===== src/rtl/sram_linebuf_controller.sv =====
// sram_linebuf_controller: line-buffer SRAM address/enable sequencer for a KxK window; define WIN_COUNT_EN to add a per-frame win_count output
module sram_linebuf_controller #(
  parameter int KER_SIZE    = 3,
  parameter int INPUT_X_DIM = 28,
  parameter int INPUT_Y_DIM = 28,
  parameter int ROW_STRIDE  = 1,
  parameter int COL_STRIDE  = 1,
  parameter int AW          = 5,
  parameter int YW          = 5
) (
  input  logic              clk,
  input  logic              rst,
  input  logic              flush,
  input  logic              in_valid,
  output logic              in_ready,
  input  logic              out_ready,
  output logic [AW-1:0]     addr,
  output logic [KER_SIZE:0] write_en,
  output logic [KER_SIZE:0] read_en,
  output logic              win_valid,
  output logic [YW-1:0]     win_row,
  output logic [AW-1:0]     win_col,
  output logic              row_is_complete,
  output logic              frame_done
`ifdef WIN_COUNT_EN
  ,
  output logic [15:0]       win_count
`endif
);
  localparam int NB = KER_SIZE + 1;
  localparam int RW = $clog2(NB);
  localparam logic [AW-1:0] X_LAST = AW'(INPUT_X_DIM - 1);
  localparam logic [AW-1:0] K_LAST = AW'(KER_SIZE - 1);
  localparam logic [RW-1:0] R_LAST = RW'(KER_SIZE);
  localparam logic [YW-1:0] Y_FILL = YW'(KER_SIZE - 1);
  localparam logic [YW-1:0] Y_LAST = YW'(INPUT_Y_DIM - 1);
  localparam logic [2:0] CS_LAST = 3'(COL_STRIDE - 1);
  localparam logic [2:0] RS_LAST = 3'(ROW_STRIDE - 1);
  typedef enum logic [1:0] {FILL, STREAM, DRAIN} state_t;
  state_t state, state_n;
  logic [AW-1:0] col_ptr, col_n;
  logic [RW-1:0] row_ptr, row_n;
  logic [YW-1:0] y_ptr, y_n;
  logic [2:0] col_phase, cp_n, row_phase, rp_n;
  logic cand, accept, adv, row_end;
  always_comb begin
    cand = state != FILL && col_ptr >= K_LAST && col_phase == '0 && row_phase == '0;
    in_ready = state != DRAIN && (!cand || out_ready);
    accept = in_valid && in_ready;
    win_valid = cand && (state == DRAIN || in_valid);
    adv = state == DRAIN ? (!cand || out_ready) : accept;
    row_end = adv && col_ptr == X_LAST;
    write_en = accept ? NB'(1) << row_ptr : '0;
    read_en = adv && state != FILL ? ~(NB'(1) << row_ptr) : '0;
    row_is_complete = accept && col_ptr == X_LAST;
    frame_done = row_end && state == DRAIN && !flush;
  end
  assign addr = col_ptr;
  assign win_col = col_ptr;
  assign win_row = y_ptr - YW'(KER_SIZE);
  always_comb begin
    state_n = state;
    col_n = col_ptr;
    row_n = row_ptr;
    y_n = y_ptr;
    cp_n = col_phase;
    rp_n = row_phase;
    if (adv) begin
      col_n = row_end ? '0 : col_ptr + 1'b1;
      if (col_ptr >= K_LAST) cp_n = col_phase == CS_LAST ? '0 : col_phase + 1'b1;
      if (row_end) begin
        cp_n = '0;
        row_n = row_ptr == R_LAST ? '0 : row_ptr + 1'b1;
        y_n = y_ptr + 1'b1;
        rp_n = state == FILL ? '0 : (row_phase == RS_LAST ? '0 : row_phase + 1'b1);
        if (state == FILL && y_ptr == Y_FILL) state_n = STREAM;
        if (state == STREAM && y_ptr == Y_LAST) state_n = DRAIN;
        if (state == DRAIN) begin
          state_n = FILL;
          row_n = '0;
          y_n = '0;
          rp_n = '0;
        end
      end
    end
    // flush wins over any accept or advance in the same cycle
    if (flush) begin
      state_n = FILL;
      col_n = '0;
      row_n = '0;
      y_n = '0;
      cp_n = '0;
      rp_n = '0;
    end
  end
  always_ff @(posedge clk or posedge rst)
    if (rst) begin
      state <= FILL;
      col_ptr <= '0;
      row_ptr <= '0;
      y_ptr <= '0;
      col_phase <= '0;
      row_phase <= '0;
    end else begin
      state <= state_n;
      col_ptr <= col_n;
      row_ptr <= row_n;
      y_ptr <= y_n;
      col_phase <= cp_n;
      row_phase <= rp_n;
    end
`ifdef WIN_COUNT_EN
  logic [15:0] cnt;
  logic xfer;
  assign xfer = win_valid && out_ready;
  // the last drain column may itself transfer a window, so include it in the snapshot
  always_ff @(posedge clk or posedge rst)
    if (rst) begin
      cnt <= '0;
      win_count <= '0;
    end else if (flush) begin
      cnt <= '0;
    end else if (frame_done) begin
      win_count <= cnt + 16'(xfer);
      cnt <= '0;
    end else if (xfer) begin
      cnt <= cnt + 1'b1;
    end
`endif
endmodule


===== config.mk =====
export PLATFORM = sky130hd
export DESIGN_NAME = sram_linebuf_controller
export DESIGN_NICKNAME = d
export VERILOG_FILES = /design/src/rtl/sram_linebuf_controller.sv
export SDC_FILE = /design/constraint.sdc
export NUM_CORES = 1
export LEC_CHECK = 0
export CORE_MARGIN = 2
export CORE_UTILIZATION = 50
export CTS_CLUSTER_DIAMETER = 30
export DETAILED_ROUTE_END_ITERATION = 12
export GPL_ROUTABILITY_DRIVEN = 1
export PLACE_DENSITY = 0.77
export SETUP_SLACK_MARGIN = 0.2
export SLEW_MARGIN = 20
export SYNTH_ARGS = -nofsm -noshare
export SYNTH_HDL_FRONTEND = slang
export SYNTH_SLANG_ARGS = --single-unit

===== constraint.sdc =====
create_clock -name clk -period 2.8 [get_ports clk]
set_input_delay 0.56 -clock clk [delete_from_list [all_inputs] [get_ports clk]]
set_output_delay 0.56 -clock clk [all_outputs]
set_load 0.05 [all_outputs]

# Word level (Yosys, flattened, before mapping)

Index checks and enable logic that the tools add are counted.

Flip-flop bits (word level): 20
Input port bits: 5
Output and inout bits: 27
Word-level logic and storage cells: 82

$add $sub $neg: 6
Order comparisons: 1
Equal/unequal tests: 7
Shift operators: 1
Muxes and demuxes: 32
Bitwise logic cells: 1
Reduce and logical (&&, ||, !) cells: 28

Operators by type and width:

| kind                | number |
|---|---|
| $mux 5              | 7 |
| $mux 3              | 11 |
| $mux 2              | 11 |
| $logic_and 1x1->1   | 13 |
| $add 5x1->5 const B | 2 |
| $eq 5x5->1 const B  | 2 |
| $mux 4              | 2 |
| $add 3x1->3 const B | 2 |
| $logic_not 3->1     | 2 |
| $reduce_bool 2->1   | 3 |
| $eq 5x2->1 const B  | 1 |
| $ge 5x2->1 const B  | 1 |
| $sub 5x2->5 const B | 1 |
| $eq 2x2->1 const B  | 2 |
| $not 4->4           | 1 |
| $reduce_and 2->1    | 2 |
| $reduce_bool 4->1   | 1 |
| $shl 1x2->4 const A | 1 |
| $reduce_and 3->1    | 1 |
| $reduce_bool 3->1   | 1 |
| $add 2x1->2 const B | 1 |
| $eq 2x1->1 const B  | 1 |
| $logic_not 1->1     | 2 |
| $logic_not 2->1     | 1 |
| other kinds (3)     | 4 |

# Logic depth before layout (Yosys ltp)

Gate-level depths: netlist (run 1).

Depth in word-level cells: 13
Mapped depth: 8
Mapped depth without buffers: 7

# Worst setup path before layout (run 1)

Ideal clock, no wire load.

Kind: register to output
From: register col_ptr[0], in the netlist addr[0]
To: output port read_en[0]
Arrival: 2,612 ps
Required time: 2,240 ps
Setup slack: -372 ps
Stages on the path, launching flop included: 8
Path buffers: 1
Path through: dfrtp_1 -> inv_1 -> ha_1 -> nor2_1 -> a211o_4 -> o22ai_4 -> buf_6 -> nor3_1

Cells in the longest elaborated chain, start to end: 11

RTL lines:

| what                              | line   | text |
|---|---|---|
| start: declaration                | 41     | `logic [AW-1:0] col_ptr, col_n;` |
| start signal: assignment          | 106    | `col_ptr <= col_n;` |
| $ge 5x2->1 *                      | 47     | `cand = state != FILL && col_ptr >= K_LAST && col_phase == '0 && row_phase == '0;` |
| $logic_and 1x1->1 * (3 in series) | 47     |  |
| $logic_not 1->1 *                 | 48, 51 |  |
| $logic_or 1x1->1 *                | 48, 51 |  |
| $logic_and 1x1->1                 | 48     | `in_ready = state != DRAIN && (!cand \|\| out_ready);` |
| $logic_and 1x1->1                 | 49     | `accept = in_valid && in_ready;` |
| $mux 1 *                          | 51     | `adv = state == DRAIN ? (!cand \|\| out_ready) : accept;` |
| $logic_and 1x1->1 *               | 54     | `read_en = adv && state != FILL ? ~(NB'(1) << row_ptr) : '0;` |
| $mux 4 *                          | 54     |  |
| end: declaration                  | 19     | `output logic [KER_SIZE:0] read_en,` |

Mark *: on every way between the ends. The rest lies on a longest branch, timed or not.

# Final worst setup path (run 1)

From: register col_phase[0]
To: register col_phase[2]

Cells in the longest elaborated chain, start to end: 12
Elaborated cells between the ends (all ways): 18
Those cells by class: add/sub: 1; mux: 6; reduce/logical: 11

RTL lines:

| what                            | line   | text |
|---|---|---|
| start: declaration              | 44     | `logic [2:0] col_phase, cp_n, row_phase, rp_n;` |
| start signal: assignment        | 109    | `col_phase <= cp_n;` |
| $logic_not 3->1                 | 47, 70 |  |
| $logic_and 1x1->1 (2 in series) | 47     |  |
| $logic_not 1->1                 | 48, 51 |  |
| $logic_or 1x1->1                | 48, 51 |  |
| $logic_and 1x1->1               | 48     |  |
| $logic_and 1x1->1               | 49     |  |
| $mux 1                          | 51     |  |
| $logic_and 1x1->1               | 52     | `row_end = adv && col_ptr == X_LAST;` |
| $mux 3                          | 71     | `if (row_end) begin` |
| $mux 3                          | 68     | `if (adv) begin` |
| $mux 3                          | 87     | `if (flush) begin` |

Several ways; a longest one is shown, not always the timed one. The select of a mux whose other input is x is not followed.
A chain may end at the register's enable or synchronous reset.

==> impl_table.tex, run 1 <==
\begin{tabular}{lr}
\hline
Metric & Value \\
\hline
\multicolumn{2}{l}{\textbf{Finish}} \\
\quad Area Overhead vs Synth & 47.9\% \\
\quad Share of cells above drive strength 1 & roughly 34\% \\
\quad Most common cell after layout, fill and taps aside & sky130\_fd\_sc\_hd\_\_buf\_4 \\
\quad Number of antenna repair diodes & 0 \\
\quad Count of nets after finishing & 234 \\
\quad Final instance count without filler cells & $\sim$250 \\
\quad Most used cells in the layout excluding fill and tap cells & 25 x sky130\_fd\_sc\_hd\_\_buf\_4, 18 x sky130\_fd\_sc\_hd\_\_dfrtp\_1, 16 x sky130\_fd\_sc\_hd\_\_inv\_1 \\
\quad Number of filler instances in the final layout & around 160 \\
\multicolumn{2}{l}{\textbf{Route}} \\
\quad Antenna viol nets, final & 0 \\
\quad Average wire per cell in the routed design & 17.1 um \\
\quad Post-detailed-route via-to-cell ratio & 5.94 \\
\quad DRC & 0 \\
\quad Number of DRC markers after the initial detailed-route iteration & roughly 100 \\
\quad Detailed Routing Iterations Pass 1 & 4 \\
\quad Total via count in the routed design & roughly 1500 \\
\quad Wire length after detailed routing & approximately 4200 um \\
\multicolumn{2}{l}{\textbf{Clock tree}} \\
\quad Number of sinks driven by the clock tree & 20 \\
\quad Clock Tree Buf Depth & 2 \\
\quad Count of hold-fix buffers inserted at cts & 0 \\
\quad Clock Root Buffer & sky130\_fd\_sc\_hd\_\_clkbuf\_4 \\
\quad CTS tree & yes \\
\quad Cts bufs inserted & 3 \\
\quad Source-to-sink clock delay at the later pin of the worst-skew pair & slightly above 0.3 ns \\
\quad Register clock-pin slew on the reported worst setup and hold paths & 0.13 ns \\
\quad \# H-tree levels & 1 \\
\multicolumn{2}{l}{\textbf{Die}} \\
\quad Top-level port count & 32 \\
\quad Die span in y & slightly below 60 um \\
\quad Initial Utilization & between 50\% and 60\% \\
\quad Area of the core & 2810 um2 \\
\quad Die Span X & just under 60 um \\
\quad Total Die Area & between 3000 and 4000 um2 \\
\quad Num rows & 19 \\
\multicolumn{2}{l}{\textbf{Global routing}} \\
\quad Global-route wire length before repair & about 6500 um \\
\quad Initial antenna violation count & 0 \\
\quad Gr ovfl total & 0 \\
\quad Global router's overall resource usage & 24.3\% \\
\quad Maximum number of pins on one net before global-route repair & 21 \\
\quad Number of global-route vias before repair & around 1400 \\
\multicolumn{2}{l}{\textbf{STA}} \\
\quad Setup repair after global routing missed its margin & true \\
\quad Relative slew slack & between 40\% and 50\% \\
\quad Period Utilization, post-route & just over 90\% \\
\quad Worst Skew & about 0.012 ns \\
\quad Setup TNS after final layout & 0 ns \\
\quad Maximum operating frequency & 387 MHz \\
\quad Slew of the pin with the lowest slew margin & approximately 0.8 ns \\
\quad Final number of setup-violating endpoints & 0 \\
\quad Final Hold Violating Endpoints & 0 \\
\quad Final period demand of the worst path & about 2.6 ns \\
\quad Final worst setup slack & 0.214 ns \\
\quad Count of final max-slew check failures & 0 \\
\multicolumn{2}{l}{\textbf{Yosys}} \\
\quad Fraction of the yosys area taken by sequential cells & $\sim$33\% \\
\quad Fraction of registers with async set or reset after synthesis & 100\% \\
\quad Number of register bits inferred by synthesis & 20 \\
\quad Avg Cell Area, Syn & roughly 9 um2 \\
\quad Synthesis Warnings & 0 \\
\quad Number of distinct library cell variants in the gate-level netlist after synthesis & 43 \\
\quad Post-synth EDFFs & 0 \\
\quad Commonest register cell after synthesis & sky130\_fd\_sc\_hd\_\_dfrtp\_1 \\
\quad Post-synthesis instance area & around 1500 um2 \\
\quad Cell count after synthesis & about 170 \\
\quad Syn nets & around 190 \\
\multicolumn{2}{l}{\textbf{Outcome}} \\
\quad Status & completed \\
\multicolumn{2}{l}{\textbf{Power and ir drop}} \\
\quad Power density relative to cell area & roughly 280 nW/um2 \\
\quad Sequential fraction of design power & between 40 and 50\% \\
\quad Fraction of power consumed by the clock network & between 30\% and 40\% \\
\quad Total Power & 0.000626 W \\
\quad Combinational group share of total power & between 10\% and 20\% \\
\quad Reported leakage power & 0.930 nW \\
\quad VDD IR-drop max & $\sim$0.26 mV \\
\quad Switch share & about 25\% \\
\quad Reported net switching power & 0.000159 W \\
\quad Internal power summed over all cells & about 0.00047 W \\
\multicolumn{2}{l}{\textbf{Critical path}} \\
\quad Required time of the worst setup path & 3.02 ns \\
\quad Crit path from & col\_phase[0]\$\_DFFE\_PP0P\_ \\
\quad Arrival @ worst endpoint & $\sim$2.8 ns \\
\quad Critical path destination & col\_phase[2]\$\_DFFE\_PP0P\_ \\
\quad R2R Path Start & col\_phase[0]\$\_DFFE\_PP0P\_ \\
\quad Depth of the worst register-to-register path & 13 \\
\quad Path type of the worst setup path & flip-flop to flip-flop \\
\quad Worst Path Max Fanout & 4 \\
\quad Max stage delay on crit path & around 0.42 ns \\
\quad R2R Path End & col\_phase[2]\$\_DFFE\_PP0P\_ \\
\quad Slowest cell on the critical path & sky130\_fd\_sc\_hd\_\_dfrtp\_1 \\
\quad Kind of launch point of the worst setup path & flip-flop \\
\quad R2r setup slk & around 0.21 ns \\
\quad Number of buffer and inverter instances along the worst setup path & 7 \\
\quad Nature of the critical path endpoint & flip-flop \\
\quad CP cell instances & inv\_1 > ha\_2 > nand4bb\_1 > buf\_4 > buf\_4 > buf\_4 > buf\_4 > buf\_4 > buf\_4 > o32ai\_2 > a22oi\_2 > a21o\_1 > a211oi\_1 \\
\quad Dominant delay contributor by cell family on the critical path & compound AO/OA/AOI/OAI gates \\
\quad Cell seen most often among critical-path stages & sky130\_fd\_sc\_hd\_\_buf\_4 \\
\quad Path length in cells of the critical path & 13 \\
\multicolumn{2}{l}{\textbf{Placement}} \\
\quad Number of port buffers & 31 \\
\quad Total placed cells including tap cells & about 220 \\
\quad Final HPWL DP & between 2000 and 3000 um \\
\quad Worst setup slack before clock tree synthesis & 0.358 ns \\
\quad Final weighted congestion of routability-driven global placement & between 0.8 and 0.9 \\
\multicolumn{2}{l}{\textbf{Min path}} \\
\quad Worst Hold Class & flip-flop to flip-flop \\
\multicolumn{2}{l}{\textbf{Flow run}} \\
\quad Number of max-capacitance violations reported & 0 \\
\hline
\end{tabular}
==> logic make-up (layout without fill, tap and decap cells) <==
logic type / count (synthesis) / after routing / synth area share (%)
buffers and inverters: 32 / 77 / 10.4
adders and majority gates: 12 / 12 / 9.92
muxes: 3 / 3 / 2.07
DFF: 20 / 20 / 33.1
and+or+nand+nor: 63 / 63 / 24.2
xor gates and xnor gates: 3 / 3 / 1.74
AOI/OAI and AO/OA: 38 / 38 / 18.6
==> repair_timing <==
item	CTS	global route
cloned	0	0
pin swaps	3	13
resized for setup	8	15
endpoints found under the setup margin	11	15
setup buffers	11	8
==> how the worst min path moves through the flow <==
| stage | start | cells past startpoint | end |
|---|---|---|---|
| 4_1_cts | row_phase[2]$_DFFE_PP0P_ | 1 | row_phase[2]$_DFFE_PP0P_ |
| 3_3_place_gp | row_phase[2]$_DFFE_PP0P_ | 1 | row_phase[2]$_DFFE_PP0P_ |
| 3_5_place_dp | row_phase[2]$_DFFE_PP0P_ | 1 | row_phase[2]$_DFFE_PP0P_ |
| 5_1_grt | row_phase[2]$_DFFE_PP0P_ | 1 | row_phase[2]$_DFFE_PP0P_ |
| 6_report | row_phase[2]$_DFFE_PP0P_ | 1 | row_phase[2]$_DFFE_PP0P_ |
| 2_1_floorplan | row_phase[2]$_DFFE_PP0P_ | 1 | row_phase[2]$_DFFE_PP0P_ |
==> area by class of cell <==
cell class                 count  area, um2  share of cell area [%]
clock buffer                   3       22.5                    1.01
clock inverter                 1       30.0                    1.34
inverter                      18       67.6                    3.02
multi-input combinational    119        966                    43.1
sequential                    20        503                    22.5
tap                           31       38.8                    1.73
timing repair buffer          55        612                    27.3
==> routing by layer <==
metal  share of wire, %  up-vias  track usage, %
met5                  0        -               0
met4                2.3        0            8.77
met3                5.9       10            2.62
met2                 53       54            43.7
met1                 39      715            29.9
li1                   -      689               -
==> registers in the layout, indices dropped and copies added (netlist names) <==
name	flops
addr	5
col_phase	3
row_phase	3
row_ptr	2
state	2
y_ptr	5
==> stage by stage <==
stage	utilization (%)	hold slack, ns	area [um2]
after floorplan	-	0.460	1550
after global placement	70.0	0.485	1960
after detailed placement	70.0	0.500	1960
after CTS	75.9	0.520	2130
after global routing	79.8	0.533	2240
final	79.8	0.535	2240
==> power by group through the flow <==
stage | combinational [W] | sequential [W] | clock, W
after floorplan | 0.0000447 | 0.000308 | 0
after global placement | 0.0000774 | 0.000300 | 0
after detailed placement | 0.0000791 | 0.000301 | 0
after CTS | 0.0000828 | 0.000295 | 0.000242
after global routing | 0.0000934 | 0.000296 | 0.000255
final | 0.0000883 | 0.000296 | 0.000242
==> synthesized netlist by cell type, drive strengths merged, types with 2 or more instances <==
master	instances	area (um2)
o31ai	2	15.0
a211oi	2	15.0
and2	5	31.3
nor2b	2	12.5
a21oi	16	80.1
dfrtp	20	500
o32ai	4	42.6
nand4	4	25.0
buf	9	71.3
o21ai	6	33.8
or4	4	30.0
ha	12	150
or3	6	37.5
nor2	10	40.0
nor3	11	82.6
mux2i	2	20.0
nand2b	2	12.5
xnor2	2	17.5
inv	18	67.6
nand3	6	30.0
nand2	10	37.5
clkbuf	5	18.8
==> worst register-to-register path, cell delays in order, from the launching register on <==
cell and delay, ns:
sky130_fd_sc_hd__dfrtp_1 0.42, sky130_fd_sc_hd__inv_1 0.07, sky130_fd_sc_hd__ha_2 0.18, sky130_fd_sc_hd__nand4bb_1 0.15, sky130_fd_sc_hd__buf_4 0.19, sky130_fd_sc_hd__buf_4 0.12
sky130_fd_sc_hd__buf_4 0.12, sky130_fd_sc_hd__buf_4 0.12, sky130_fd_sc_hd__buf_4 0.12, sky130_fd_sc_hd__buf_4 0.13, sky130_fd_sc_hd__o32ai_2 0.27, sky130_fd_sc_hd__a22oi_2 0.15
sky130_fd_sc_hd__a21o_1 0.21, sky130_fd_sc_hd__a211oi_1 0.25
(Power assumes the default switching activity.)
==> run 2: changes to the inputs <==
CORE_UTILIZATION = 35   (was 50)
PLACE_DENSITY = 0.56   (was 0.77)
SLEW_MARGIN = default   (was 20)
==> run 2 against run 1 <==
Setup slack improved by 0.059 ns; cell count up 3.6%; worst hold slack lost 0.023 ns; critical path type is now flip-flop to output pin; largest cell class unchanged; clock power down 5%; sequential share of layout area grew 0.35 points; critical endpoint is now read_en[2].
==> impl_table.tex, run 2 (synthesized netlist as in run 1, its figures left out) <==
\begin{tabular}{lr}
\hline
Metric & Value \\
\hline
\multicolumn{2}{l}{\textbf{Outcome}} \\
\quad Status & completed \\
\multicolumn{2}{l}{\textbf{Finish}} \\
\quad Final cell area excluding filler cells & 2200 um2 \\
\quad Final instance count without filler cells & 256 \\
\quad Share of cells above drive strength 1 & 27.2\% \\
\quad Area Overhead vs Synth & 45.3\% \\
\quad Most common cell after layout, fill and taps aside & sky130\_fd\_sc\_hd\_\_dfrtp\_1 \\
\quad Number of filler instances in the final layout & 356 \\
\quad Most used cells in the layout excluding fill and tap cells & 19 x sky130\_fd\_sc\_hd\_\_dfrtp\_1, 17 x sky130\_fd\_sc\_hd\_\_inv\_1, 15 x sky130\_fd\_sc\_hd\_\_clkdlybuf4s50\_1 \\
\quad Count of nets after finishing & approximately 220 \\
\quad Number of antenna repair diodes & 0 \\
\multicolumn{2}{l}{\textbf{Placement}} \\
\quad Final weighted congestion of routability-driven global placement & $\sim$0.85 \\
\quad Total placed cells including tap cells & 243 \\
\quad DP Area & just under 2000 um2 \\
\quad Worst setup slack before clock tree synthesis & roughly 0.27 ns \\
\quad Final HPWL DP & slightly below 3000 um \\
\quad Number of port buffers & 31 \\
\multicolumn{2}{l}{\textbf{Power and ir drop}} \\
\quad VDD IR-drop max & 0.160 mV \\
\quad Power density relative to cell area & 278 nW/um2 \\
\quad Reported leakage power & roughly 0.9 nW \\
\quad Total Power & slightly above 0.0006 W \\
\multicolumn{2}{l}{\textbf{STA}} \\
\quad Final Hold Violating Endpoints & 0 \\
\quad Setup TNS after final layout & 0 ns \\
\quad Relative slew slack & a little under half \\
\quad Count of final max-slew check failures & 0 \\
\quad Final number of setup-violating endpoints & 0 \\
\quad Period Utilization, post-route & 90.3\% \\
\quad Final period demand of the worst path & between 2 and 3 ns \\
\quad Worst Skew & 0.00836 ns \\
\quad Maximum operating frequency & between 300 and 400 MHz \\
\quad Final worst setup slack & 0.273 ns \\
\quad Slew of the pin with the lowest slew margin & about 0.82 ns \\
\quad Setup repair after global routing missed its margin & false \\
\multicolumn{2}{l}{\textbf{Critical path}} \\
\quad Nature of the critical path endpoint & output pin \\
\quad Depth of the worst register-to-register path & 8 \\
\quad Path type of the worst setup path & flip-flop to output pin \\
\quad Worst Path Max Fanout & 5 \\
\quad R2R Path End & row\_phase[1]\$\_DFFE\_PP0P\_ \\
\quad Kind of launch point of the worst setup path & flip-flop \\
\quad Arrival @ worst endpoint & between 1.5 and 2 ns \\
\quad R2r setup slk & 0.44 ns \\
\quad Required time of the worst setup path & approximately 2.2 ns \\
\quad R2R Path Start & row\_phase[0]\$\_DFFE\_PP0P\_ \\
\multicolumn{2}{l}{\textbf{Global routing}} \\
\quad Maximum number of pins on one net before global-route repair & 21 \\
\quad Number of global-route vias before repair & $\sim$1400 \\
\quad Gr ovfl total & 0 \\
\quad Global-route wire length before repair & roughly 6700 um \\
\quad Global router's overall resource usage & between 10\% and 20\% \\
\quad Initial antenna violation count & 0 \\
\multicolumn{2}{l}{\textbf{Clock tree}} \\
\quad Clock Root Buffer & sky130\_fd\_sc\_hd\_\_clkbuf\_8 \\
\quad \# H-tree levels & 1 \\
\quad CTS tree & yes \\
\quad Clock Tree Buf Depth & 2 \\
\quad Count of hold-fix buffers inserted at cts & 0 \\
\quad Register clock-pin slew on the reported worst setup and hold paths & approximately 0.070 ns \\
\quad Source-to-sink clock delay at the later pin of the worst-skew pair & approximately 0.27 ns \\
\quad Number of sinks driven by the clock tree & 20 \\
\quad Cts bufs inserted & 3 \\
\multicolumn{2}{l}{\textbf{Route}} \\
\quad Total via count in the routed design & between 1000 and 1500 \\
\quad Number of DRC markers after the initial detailed-route iteration & 56 \\
\quad Wire length after detailed routing & between 3000 and 4000 um \\
\quad DRC & 0 \\
\quad Antenna viol nets, final & 0 \\
\quad Detailed Routing Iterations Pass 1 & 4 \\
\quad Post-detailed-route via-to-cell ratio & between 5 and 6 \\
\quad Average wire per cell in the routed design & around 16 um \\
\multicolumn{2}{l}{\textbf{Die}} \\
\quad Total Die Area & around 4900 um2 \\
\quad Die Span X & about 70 um \\
\quad Area of the core & just over 4000 um2 \\
\quad Initial Utilization & about 37\% \\
\quad Top-level port count & 32 \\
\quad Num rows & 23 \\
\quad Die span in y & about 70 um \\
\multicolumn{2}{l}{\textbf{Min path}} \\
\quad Endpoint of the worst hold-timing path & row\_phase[2]\$\_DFFE\_PP0P\_ \\
\quad Startpoint of the most critical hold path & row\_phase[2]\$\_DFFE\_PP0P\_ \\
\quad Worst Hold Class & flip-flop to flip-flop \\
\quad Hold path cells & 1 \\
\multicolumn{2}{l}{\textbf{Flow run}} \\
\quad Number of max-capacitance violations reported & 0 \\
\hline
\end{tabular}
run 2: cell count changes in the layout (fill, tap and decap cells not counted), moves of 2 or more:
cell	previous run	this run
sky130_fd_sc_hd__buf_4	25	14
sky130_fd_sc_hd__and2_1	1	5
sky130_fd_sc_hd__clkbuf_4	3	0
sky130_fd_sc_hd__and2_4	4	0
sky130_fd_sc_hd__clkbuf_8	0	4
sky130_fd_sc_hd__ha_2	2	0
sky130_fd_sc_hd__ha_4	0	2
run 2: worst max-delay path by stage:
stage | startpoint | endpoint | slack (ns) | cells past startpoint
2_1_floorplan | addr[0]$_DFFE_PP0P_ | read_en[0] | 0.06 | 7
3_3_place_gp | out_ready | row_is_complete | 0.34 | 6
3_5_place_dp | flush | col_phase[2]$_DFFE_PP0P_ | 0.27 | 5
4_1_cts | addr[0]$_DFFE_PP0P_ | row_is_complete | 0.15 | 8
5_1_grt | col_phase[0]$_DFFE_PP0P_ | read_en[1] | 0.18 | 7
6_report | row_phase[0]$_DFFE_PP0P_ | read_en[2] | 0.27 | 7
run 2: timing repair:
item	in CTS	in global routing
setup buffers	1	8
setup endpoints to repair	11	12
endpoints found under the hold margin	0	0
pin swaps	1	6
resized for setup	4	12
run 2: per-layer routing:
metal | up-vias | part of all wire, % | global-route usage (%)
met3 | 4 | 3.1 | 2.33
met5 | - | 0 | 0
met1 | 665 | 44 | 22.4
met2 | 30 | 52 | 29.5
met4 | 0 | 0.86 | 5.13
li1 | 675 | - | -
run 2: metrics by stage:
stage,util (%),hold slack [ns]
2_1_floorplan,-,0.460
3_3_place_gp,48.6,0.498
3_5_place_dp,48.6,0.501
4_1_cts,50.5,0.507
5_1_grt,53.8,0.564
6_report,53.8,0.512
run 2: worst max-delay path, stage by stage (launching register included):
cell and delay, ns:
sky130_fd_sc_hd__dfrtp_1 0.41, sky130_fd_sc_hd__inv_1 0.11, sky130_fd_sc_hd__ha_4 0.17, sky130_fd_sc_hd__nand4bb_4 0.14
sky130_fd_sc_hd__a211o_4 0.37, sky130_fd_sc_hd__o22ai_4 0.26, sky130_fd_sc_hd__nor3_2 0.09, sky130_fd_sc_hd__buf_12 0.16
run 2: cell type report:
type	instances	area, um2	area share, %
Tap cell	50	62.6	2.84
Sequential cell	20	502	22.8
Timing Repair Buffer	45	549	25.0
Multi-Input combinational cell	119	963	43.8
Clock buffer	4	55.1	2.50
Inverter	18	67.6	3.07
run 2: power by group:
group          leakage [nW]  switching, W  internal [W]
Sequential            0.277    0.00000454      0.000291
Combinational         0.582     0.0000553     0.0000302
Clock                0.0288      0.000105      0.000125
Total                 0.888      0.000165      0.000447
